**config.mk**
```make
export PLATFORM = sky130hd
export DESIGN_NAME = tone_channels
export DESIGN_NICKNAME = d
export VERILOG_FILES = /design/src/rtl/tone_channels.sv
export SDC_FILE = /design/constraint.sdc
export NUM_CORES = 1
export LEC_CHECK = 0
export CORE_MARGIN = 5
export CORE_UTILIZATION = 35
export DETAILED_ROUTE_END_ITERATION = 6
export GPL_TIMING_DRIVEN = 0
export SLEW_MARGIN = 20
export SYNTH_ARGS = -nofsm -noshare
export SYNTH_HDL_FRONTEND = slang
export SYNTH_SLANG_ARGS = --single-unit
```
**constraint.sdc**
```tcl
create_clock -name raw_clk -period 2.82 [get_ports raw_clk]
set_input_delay 0.705 -clock raw_clk [delete_from_list [all_inputs] [get_ports raw_clk]]
set_output_delay 0.705 -clock raw_clk [all_outputs]
set_load 0.02 [all_outputs]
```
**src/rtl/tone_channels.sv**
```systemverilog
// Multi-channel square-wave tone generator on the peripheral strobe bus.
// Each channel has a half-period, a tick-timed duration with auto-stop, and a done/irq flag.
module tone_channels #(
    parameter int unsigned CHANNELS       = 4,
    parameter int unsigned PERIOD_WIDTH   = 16,
    parameter int unsigned DURATION_WIDTH = 16,
    parameter int unsigned TICK_DIV       = 12000
) (
    input  logic                raw_clk,
    input  logic                reset,
    input  logic                enable,
    input  logic                write_enable,
    input  logic [7:0]          address,
    input  logic [31:0]         data_in,
    output logic [31:0]         data_out,
    output logic [CHANNELS-1:0] tone_p,
    output logic [CHANNELS-1:0] tone_m,
    output logic                irq
);

    localparam int unsigned PW = $clog2(TICK_DIV);

    logic [5:0]          word;
    logic [3:0]          sel_ch;
    logic [1:0]          sel_reg;
    logic [PW-1:0]       presc_q;
    logic                tick;
    logic [31:0]         rdata;
    logic [31:0]         ch_rdata [CHANNELS];
    logic [CHANNELS-1:0] done_irq;
    logic                unused_bus;

    assign word       = address[7:2];
    assign sel_ch     = word[5:2];
    assign sel_reg    = word[1:0];
    assign unused_bus = ^{data_in, address[1:0]};

    // Shared prescaler; tick marks the wrap cycle.
    assign tick = (presc_q == PW'(TICK_DIV - 1));

    always_ff @(posedge raw_clk or negedge reset) begin
        if (!reset) begin
            presc_q <= '0;
        end else begin
            presc_q <= tick ? '0 : presc_q + 1'b1;
        end
    end

    for (genvar c = 0; c < CHANNELS; c++) begin : g_ch
        logic                      hit;
        logic                      wr_period, wr_duration, wr_control, wr_status;
        logic                      expire, sounding;
        logic [PERIOD_WIDTH-1:0]   period_q, period_eff, count_q;
        logic [DURATION_WIDTH-1:0] duration_q, remain_q;
        logic                      active_q, phase_q, done_q, irq_en_q;
        logic [31:0]               rd_word;

        assign hit         = write_enable && (sel_ch == 4'(c));
        assign wr_period   = hit && (sel_reg == 2'd0);
        assign wr_duration = hit && (sel_reg == 2'd1);
        assign wr_control  = hit && (sel_reg == 2'd2);
        assign wr_status   = hit && (sel_reg == 2'd3);

        // A PERIOD write is compared against the running counter in the same cycle.
        assign period_eff = wr_period ? data_in[PERIOD_WIDTH-1:0] : period_q;
        assign expire     = tick && active_q && (duration_q != '0) &&
                            (remain_q <= DURATION_WIDTH'(1));
        assign sounding   = active_q && (period_q != '0);

        always_ff @(posedge raw_clk or negedge reset) begin
            if (!reset) begin
                period_q   <= '0;
                duration_q <= '0;
                count_q    <= '0;
                remain_q   <= '0;
                active_q   <= 1'b0;
                phase_q    <= 1'b0;
                done_q     <= 1'b0;
                irq_en_q   <= 1'b0;
            end else begin
                if (wr_period) period_q <= data_in[PERIOD_WIDTH-1:0];
                if (wr_duration) duration_q <= data_in[DURATION_WIDTH-1:0];
                if (wr_control) begin
                    // Control write overrides a coinciding expiry.
                    irq_en_q <= data_in[1];
                    active_q <= data_in[0];
                    count_q  <= '0;
                    phase_q  <= 1'b0;
                    remain_q <= duration_q;
                    if (data_in[0]) done_q <= 1'b0;
                end else begin
                    if (expire) begin
                        active_q <= 1'b0;
                        done_q   <= 1'b1;
                    end else if (wr_status && data_in[1]) begin
                        done_q <= 1'b0;
                    end
                    if (tick && active_q && (duration_q != '0) && (remain_q != '0)) begin
                        remain_q <= remain_q - 1'b1;
                    end
                    if (!active_q || (period_eff == '0)) begin
                        count_q <= '0;
                    end else if (count_q >= period_eff) begin
                        count_q <= '0;
                        phase_q <= ~phase_q;
                    end else begin
                        count_q <= count_q + 1'b1;
                    end
                end
            end
        end

        always_comb begin
            rd_word = '0;
            unique case (sel_reg)
                2'd0: rd_word[PERIOD_WIDTH-1:0]   = period_q;
                2'd1: rd_word[DURATION_WIDTH-1:0] = duration_q;
                2'd2: rd_word[1:0]                = {irq_en_q, active_q};
                2'd3: rd_word[1:0]                = {done_q, active_q};
                default: rd_word = '0;
            endcase
        end

        assign ch_rdata[c] = rd_word;
        assign done_irq[c] = done_q && irq_en_q;
        assign tone_p[c]   = sounding && phase_q;
        assign tone_m[c]   = sounding && !phase_q;
    end

    always_comb begin
        rdata = '0;
        if (word == 6'd63) begin
            rdata = 32'(done_irq);
        end else begin
            for (int i = 0; i < int'(CHANNELS); i++) begin
                if (sel_ch == 4'(i)) rdata = ch_rdata[i];
            end
        end
    end

    always_ff @(posedge raw_clk or negedge reset) begin
        if (!reset) begin
            data_out <= '0;
            irq      <= 1'b0;
        end else begin
            if (enable && !write_enable) data_out <= rdata;
            irq <= |done_irq;
        end
    end

endmodule

```
Word level (Yosys, flattened, before mapping)
Cells that the tools add are included.
Word-level totals
  bits in registers: 319
  logic and storage cells: 256
  output and inout port bits: 41
Cells by class
  reductions and logical operators: 113
  order comparisons: 8
  mux-type cells: 71
  bitwise logic cells: 4
  add/subtract/negate cells: 9
  equal/unequal tests: 16
Operators by type and width (count)
  16-bit two-way mux: 25
  16-bit nonzero test: 12
  32-bit two-way mux: 4
  14-bit one-hot mux with 2 select lines: 4
  16-bit by 1-bit adder with 16-bit output (second input constant): 4
  16-bit >= comparator: 4
  16-bit by 1-bit less-or-equal comparator with 1-bit output (second input constant): 4
  16-bit logical NOT: 4
  16-bit by 1-bit subtractor with 16-bit output (second input constant): 4
  1-bit logical AND: 57
  1-bit two-way mux: 33
  2-bit one-hot mux with 4 select lines: 4
  2-bit nonzero test: 12
  2-bit inequality test (second input constant): 8
  2-bit AND reduction: 8
  14-bit by 1-bit adder with 14-bit output (second input constant): 1
  14-bit equality test (second input constant): 1
  14-bit two-way mux: 1
  3-bit nonzero test: 4
  1-bit logical NOT: 9
  4-bit by 2-bit equality test with 1-bit output (second input constant): 2
  6-bit equality test (second input constant): 1
  2-bit equality test (second input constant): 2
  4-bit by 1-bit equality test with 1-bit output (second input constant): 1
  other kinds (6): 12

Depth between registers and ports, before layout
  depth after elaboration: 8
  gate-level depth with buffers: 15
  gate-level depth less buffers: 11

Least setup slack after synthesis
No wires, ideal clock.
  path type: in2reg
  start: input address[5]
  end: register g_ch[3].count_q[10]
  stages: 15
  library setup time: 0.071 ns
  path slack: -1.187 ns
  data arrival time: 3.935 ns
  cells stage by stage: buf_4 -> nor3b_4 -> and4_1 -> buf_2 -> buf_2 -> mux2i_1 -> ha_1 -> o21a_1 -> o211ai_1 -> a211oi_1 -> a211o_1 -> or4_1 -> buf_2 -> buf_2 -> nor2_1
On the way
  longest elaborated chain between the ends: 8
Ends and longest elaborated chain
  start: declaration: RTL line 13  | input logic [7:0] address,
  4-bit by 2-bit equality test with 1-bit output *: RTL line 58  | assign hit = write_enable && (sel_ch == 4'(c));
  1-bit logical AND *: RTL line 58
  1-bit logical AND: RTL line 59  | assign wr_period = hit && (sel_reg == 2'd0);
  16-bit two-way mux: RTL line 65  | assign period_eff = wr_period ? data_in[PERIOD_WIDTH-1:0] : period_q;
  16-bit >= comparator or 16-bit logical NOT (tied branches): RTL line 103, 101
  16-bit two-way mux or 1-bit logical OR (tied branches): RTL line 103, 101
  16-bit two-way mux: RTL line 101  | if (!active_q || (period_eff == '0)) begin
  16-bit two-way mux *: RTL line 83  | if (wr_control) begin
  end signal: assignment: RTL line 107  | count_q <= count_q + 1'b1;
  end: declaration: RTL line 53  | logic [PERIOD_WIDTH-1:0] period_q, period_eff, count_q;
Mark *: on every way between the ends. The rest lies on a longest branch, timed or not.
A chain may end at the register's enable or synchronous reset.

Worst setup path in the final report
  start: input address[6]
  end: register g_ch[3].count_q[14]
On the way
  longest elaborated chain between the ends: 8
Ends and longest elaborated chain (RTL line)
  4-bit by 2-bit equality test with 1-bit output *: 58
  1-bit logical AND *: 58
  1-bit logical AND *: 59
  16-bit two-way mux *: 65
  via g_ch[3].period_eff[0]: 53
  16-bit >= comparator or 16-bit logical NOT (tied branches): 103, 101
  16-bit two-way mux or 1-bit logical OR (tied branches): 103, 101
  16-bit two-way mux *: 101
  16-bit two-way mux *: 83
The timed path passes the listed nets; every way through them passes the cells marked *.

==> run metrics <==
run status finished with violations; violated checks setup timing; number of distinct standard cells referenced by the synthesized netlist 70; # IOs 85; vias in the first global route between 10000 and 15000; die area ~0.052 mm^2; diode count 0; synthesis-stage register bit count 303; proportion of synthesized chip area in sequential cells roughly 45%; proportion of netlist area held by the largest area contributor a little under half; reg2reg start g_ch[3].period_q[0]; Slowest cell on crit path sky130_fd_sc_hd__or4_4; port buffer count 36; IR drop worst, VDD ~0.37 mV; total grt overflow 0; via-per-instance ratio 5.50; initial antenna violation count 1; global-route usage over all layers 19.1%; most used flip-flop cell after synthesis sky130_fd_sc_hd__dfrtp_1; post-layout worst setup margin -477 ps; number of buffers inserted for hold repair after clock tree synthesis 0; Die Ht approximately 230 um; Post-Synthesis Cells between 1500 and 2000; number of filler instances in the final layout between 4000 and 5000; dominant cells by area after synthesis sky130_fd_sc_hd__dfrtp_1 45%, sky130_fd_sc_hd__mux2_2 6.0%, sky130_fd_sc_hd__ha_1 5.8%; minimum clock period 3300 ps; worst slack on hold paths 74.5 ps; Min-Delay Path Class primary input to asynchronous set/reset pin; final setup violating endpoints 67; leading area contributor after synthesis sky130_fd_sc_hd__dfrtp_1; met1 usage between 20% and 30%; dpl hpwl 36700 um; maximum net fanout on the critical path 7; number of detailed-route iterations in the first pass 5; max-slew violation total from the final report 0; register-to-register setup slack 10 ps; class of the most critical setup path primary input to flip-flop; max-cap viol count 0; delay of the slowest critical-path stage approximately 630 ps; post-synthesis to final-layout area growth 24.6%; utilization of the core after routing between 40% and 50%; cells traversed along the worst timing path buf_12, nor3b_4, and4_4, buf_8, mux2_4, ha_4, nand2b_4, a211oi_2, o211ai_1, a211o_1, or4_4, buf_6, nor2_1; synth warn 0; drt drc 0; number of synthesized flops with an enable pin 0; setup repair after global routing missed its margin yes; Clock Tree Buf Depth 3; fraction of final layout cells sized beyond drive strength 1 roughly 25%; clock slew at the register clock pins of the worst setup and hold paths ~60 ps; total number of placement rows 80; count of nets left with antenna violations after detail routing 0; area inside the core boundary 0.0474 mm^2; ratio of total power to cell area between 500 and 600 mW/mm^2; area of the mapped netlist 0.0167 mm^2; Lkg Pwr approximately 9 nW; die width between 200 and 250 um; summed negative setup slack over all endpoints -24600 ps; Final Hold Viols 0; global-route wire length before repair just under 80000 um; critical path buffer and inverter count 3; Layout Nets between 1500 and 2000; iteration-0 DRC count of the detailed router 1153; Worst slew margin a little under a third; effective utilization at floorplan a little over a third; final weighted congestion in routability-driven placement slightly above 0.9; number of cell instances on the worst register-to-register path 9; kind of launch point of the worst setup path primary input; average wire per standard cell 21.3 um; capturing element type of the critical path flip-flop; met2 Use GR between 30% and 40%; portion of the clock cycle consumed by the worst path in the final layout 117%; arrival time at the worst endpoint between 3000 and 4000 ps; root buffer selected by CTS sky130_fd_sc_hd__clkbuf_16; family with the most delay on the worst path simple AND/OR/NAND/NOR gates; TritonCTS clock tree built; achievable clock frequency ~300 MHz; clock sinks between 300 and 400; vias after detailed routing 13300; pin count of the biggest net entering global routing a little over 90; Syn Area/Cell 10.3 um^2; worst endpoint required time approximately 3300 ps; Clk Latency, worst-skew pair around 540 ps; CTS buffer count 35; GR Util met3 ~3.0%; FFs w/ async S/R, synth 100%; wire length reported by the detailed router approximately 52000 um; CTS H-tree depth 2; clock tree skew after final layout between 15 and 20 ps; peak-usage layer in the global routing report met2; Worst Max-Slew Pin Slew 1040 ps; R2R Path End g_ch[3].count_q[14]
==> Yosys cell counts (all sizes together), types with 21 or more instances <==
cell	n
dfrtp	303
nand2	152
nor2	150
mux2	89
inv	87
o21ai	85
mux2i	82
ha	77
xor2	74
nand3	62
xnor2	50
nor4	49
clkbuf	44
buf	41
a21oi	39
nand4	25
mux4	22
nor3	21
==> layout by cell type (no fill, tap or decap), drive strengths merged, types with 18 or more instances in the layout <==
master         count
xnor2             50
nor3              21
mux2i             82
clkbuf            93
mux4              22
a21oi             39
inv               88
dfrtp            303
nand3             62
and3              20
ha                77
nand2            152
nand4             25
buf              119
nor4              49
nor2             150
mux2              89
xor2              74
o21ai             85
clkdlybuf4s50     18
==> power breakdown <==
group,internal (mW),switching [mW],total [mW]
registers,4.85,0.687,5.53
logic,1.09,1.20,2.29
clock network,2.54,1.86,4.40
total,8.48,3.75,12.2
==> metrics by stage <==
stage	power (mW)	worst slack, ps	cell area [um^2]	instances
after floorplan	6.59	-891	17000	1639
after global placement	7.35	-12330	18100	2290
after detailed placement	7.44	-2310	18200	2293
after CTS	12.1	-416	20200	2404
after global routing	12.7	-527	20800	2419
final	12.2	-477	20800	2419
==> how the worst max path moves through the flow <==
stage                from                  end  slack (ps)  cells after the start
6_report       address[6]  g_ch[3].count_q[14]        -480                     13
4_1_cts        address[6]  g_ch[3].count_q[14]        -420                     14
3_3_place_gp        reset   g_ch[2].count_q[0]      -12330                      1
3_5_place_dp   address[7]   g_ch[2].count_q[9]       -2310                     14
2_1_floorplan  address[5]   g_ch[3].count_q[0]        -890                     15
5_1_grt        address[6]   g_ch[3].count_q[2]        -530                     14
==> registers in the layout, summed over array words and instances, names as in the netlist <==
register and cells:
g_ch.count_q 64, g_ch.duration_q 64, g_ch.period_q 64, g_ch.remain_q 64
data_out 16, presc_q 14, g_ch.active_q 4, g_ch.done_q 4
g_ch.irq_en_q 4, g_ch.phase_q 4, irq 1
==> per-layer routing <==
layer	routed length, um	part of all wire, %
met1	21600	42
met2	24200	47
met3	3130	6.1
met4	2580	5.0
met5	13	0.025
==> timing repair <==
item | 4_1_cts | 5_1_grt
pin swaps | 53 | 34
gates resized for setup | 177 | 109
setup buffers | 50 | 19
cloned | 4 | 0
endpoints found under the setup margin | 113 | 93
==> worst reg2reg max path: stages (launching register included) <==
cell and delay, ps:
sky130_fd_sc_hd__dfrtp_1 450, sky130_fd_sc_hd__mux2_4 330, sky130_fd_sc_hd__ha_4 210, sky130_fd_sc_hd__nand2b_4 130, sky130_fd_sc_hd__a211oi_2 200, sky130_fd_sc_hd__o211ai_1 140, sky130_fd_sc_hd__a211o_1 370, sky130_fd_sc_hd__or4_4 630
sky130_fd_sc_hd__buf_6 180, sky130_fd_sc_hd__nor2_1 100
==> layout make-up <==
class	count	area (um^2)	share of cell area [%]
Tap cell	615	769	3.70
Multi-Input combinational cell	1164	9360	45.0
Clock inverter	9	62.6	0.301
Sequential cell	303	7600	36.5
Inverter	87	327	1.57
Clock buffer	53	1030	4.97
Timing Repair Buffer	108	1090	5.23
Buffer	80	568	2.73
==> kinds of logic (layout without fill, tap and decap cells) <==
group / Yosys count / after routing / synth area share, %
adders and majority gates: 77 / 77 / 5.77
other: 1 / 16 / 0.0225
DFF: 303 / 303 / 45.4
xor gates and xnor gates: 124 / 124 / 6.50
muxes: 193 / 193 / 13.9
buffers and inverters: 172 / 337 / 4.47
and+or+nand+nor: 552 / 552 / 16.5
AOI/OAI and AO/OA: 202 / 202 / 7.46
Power figures use the tool's default switching activity.
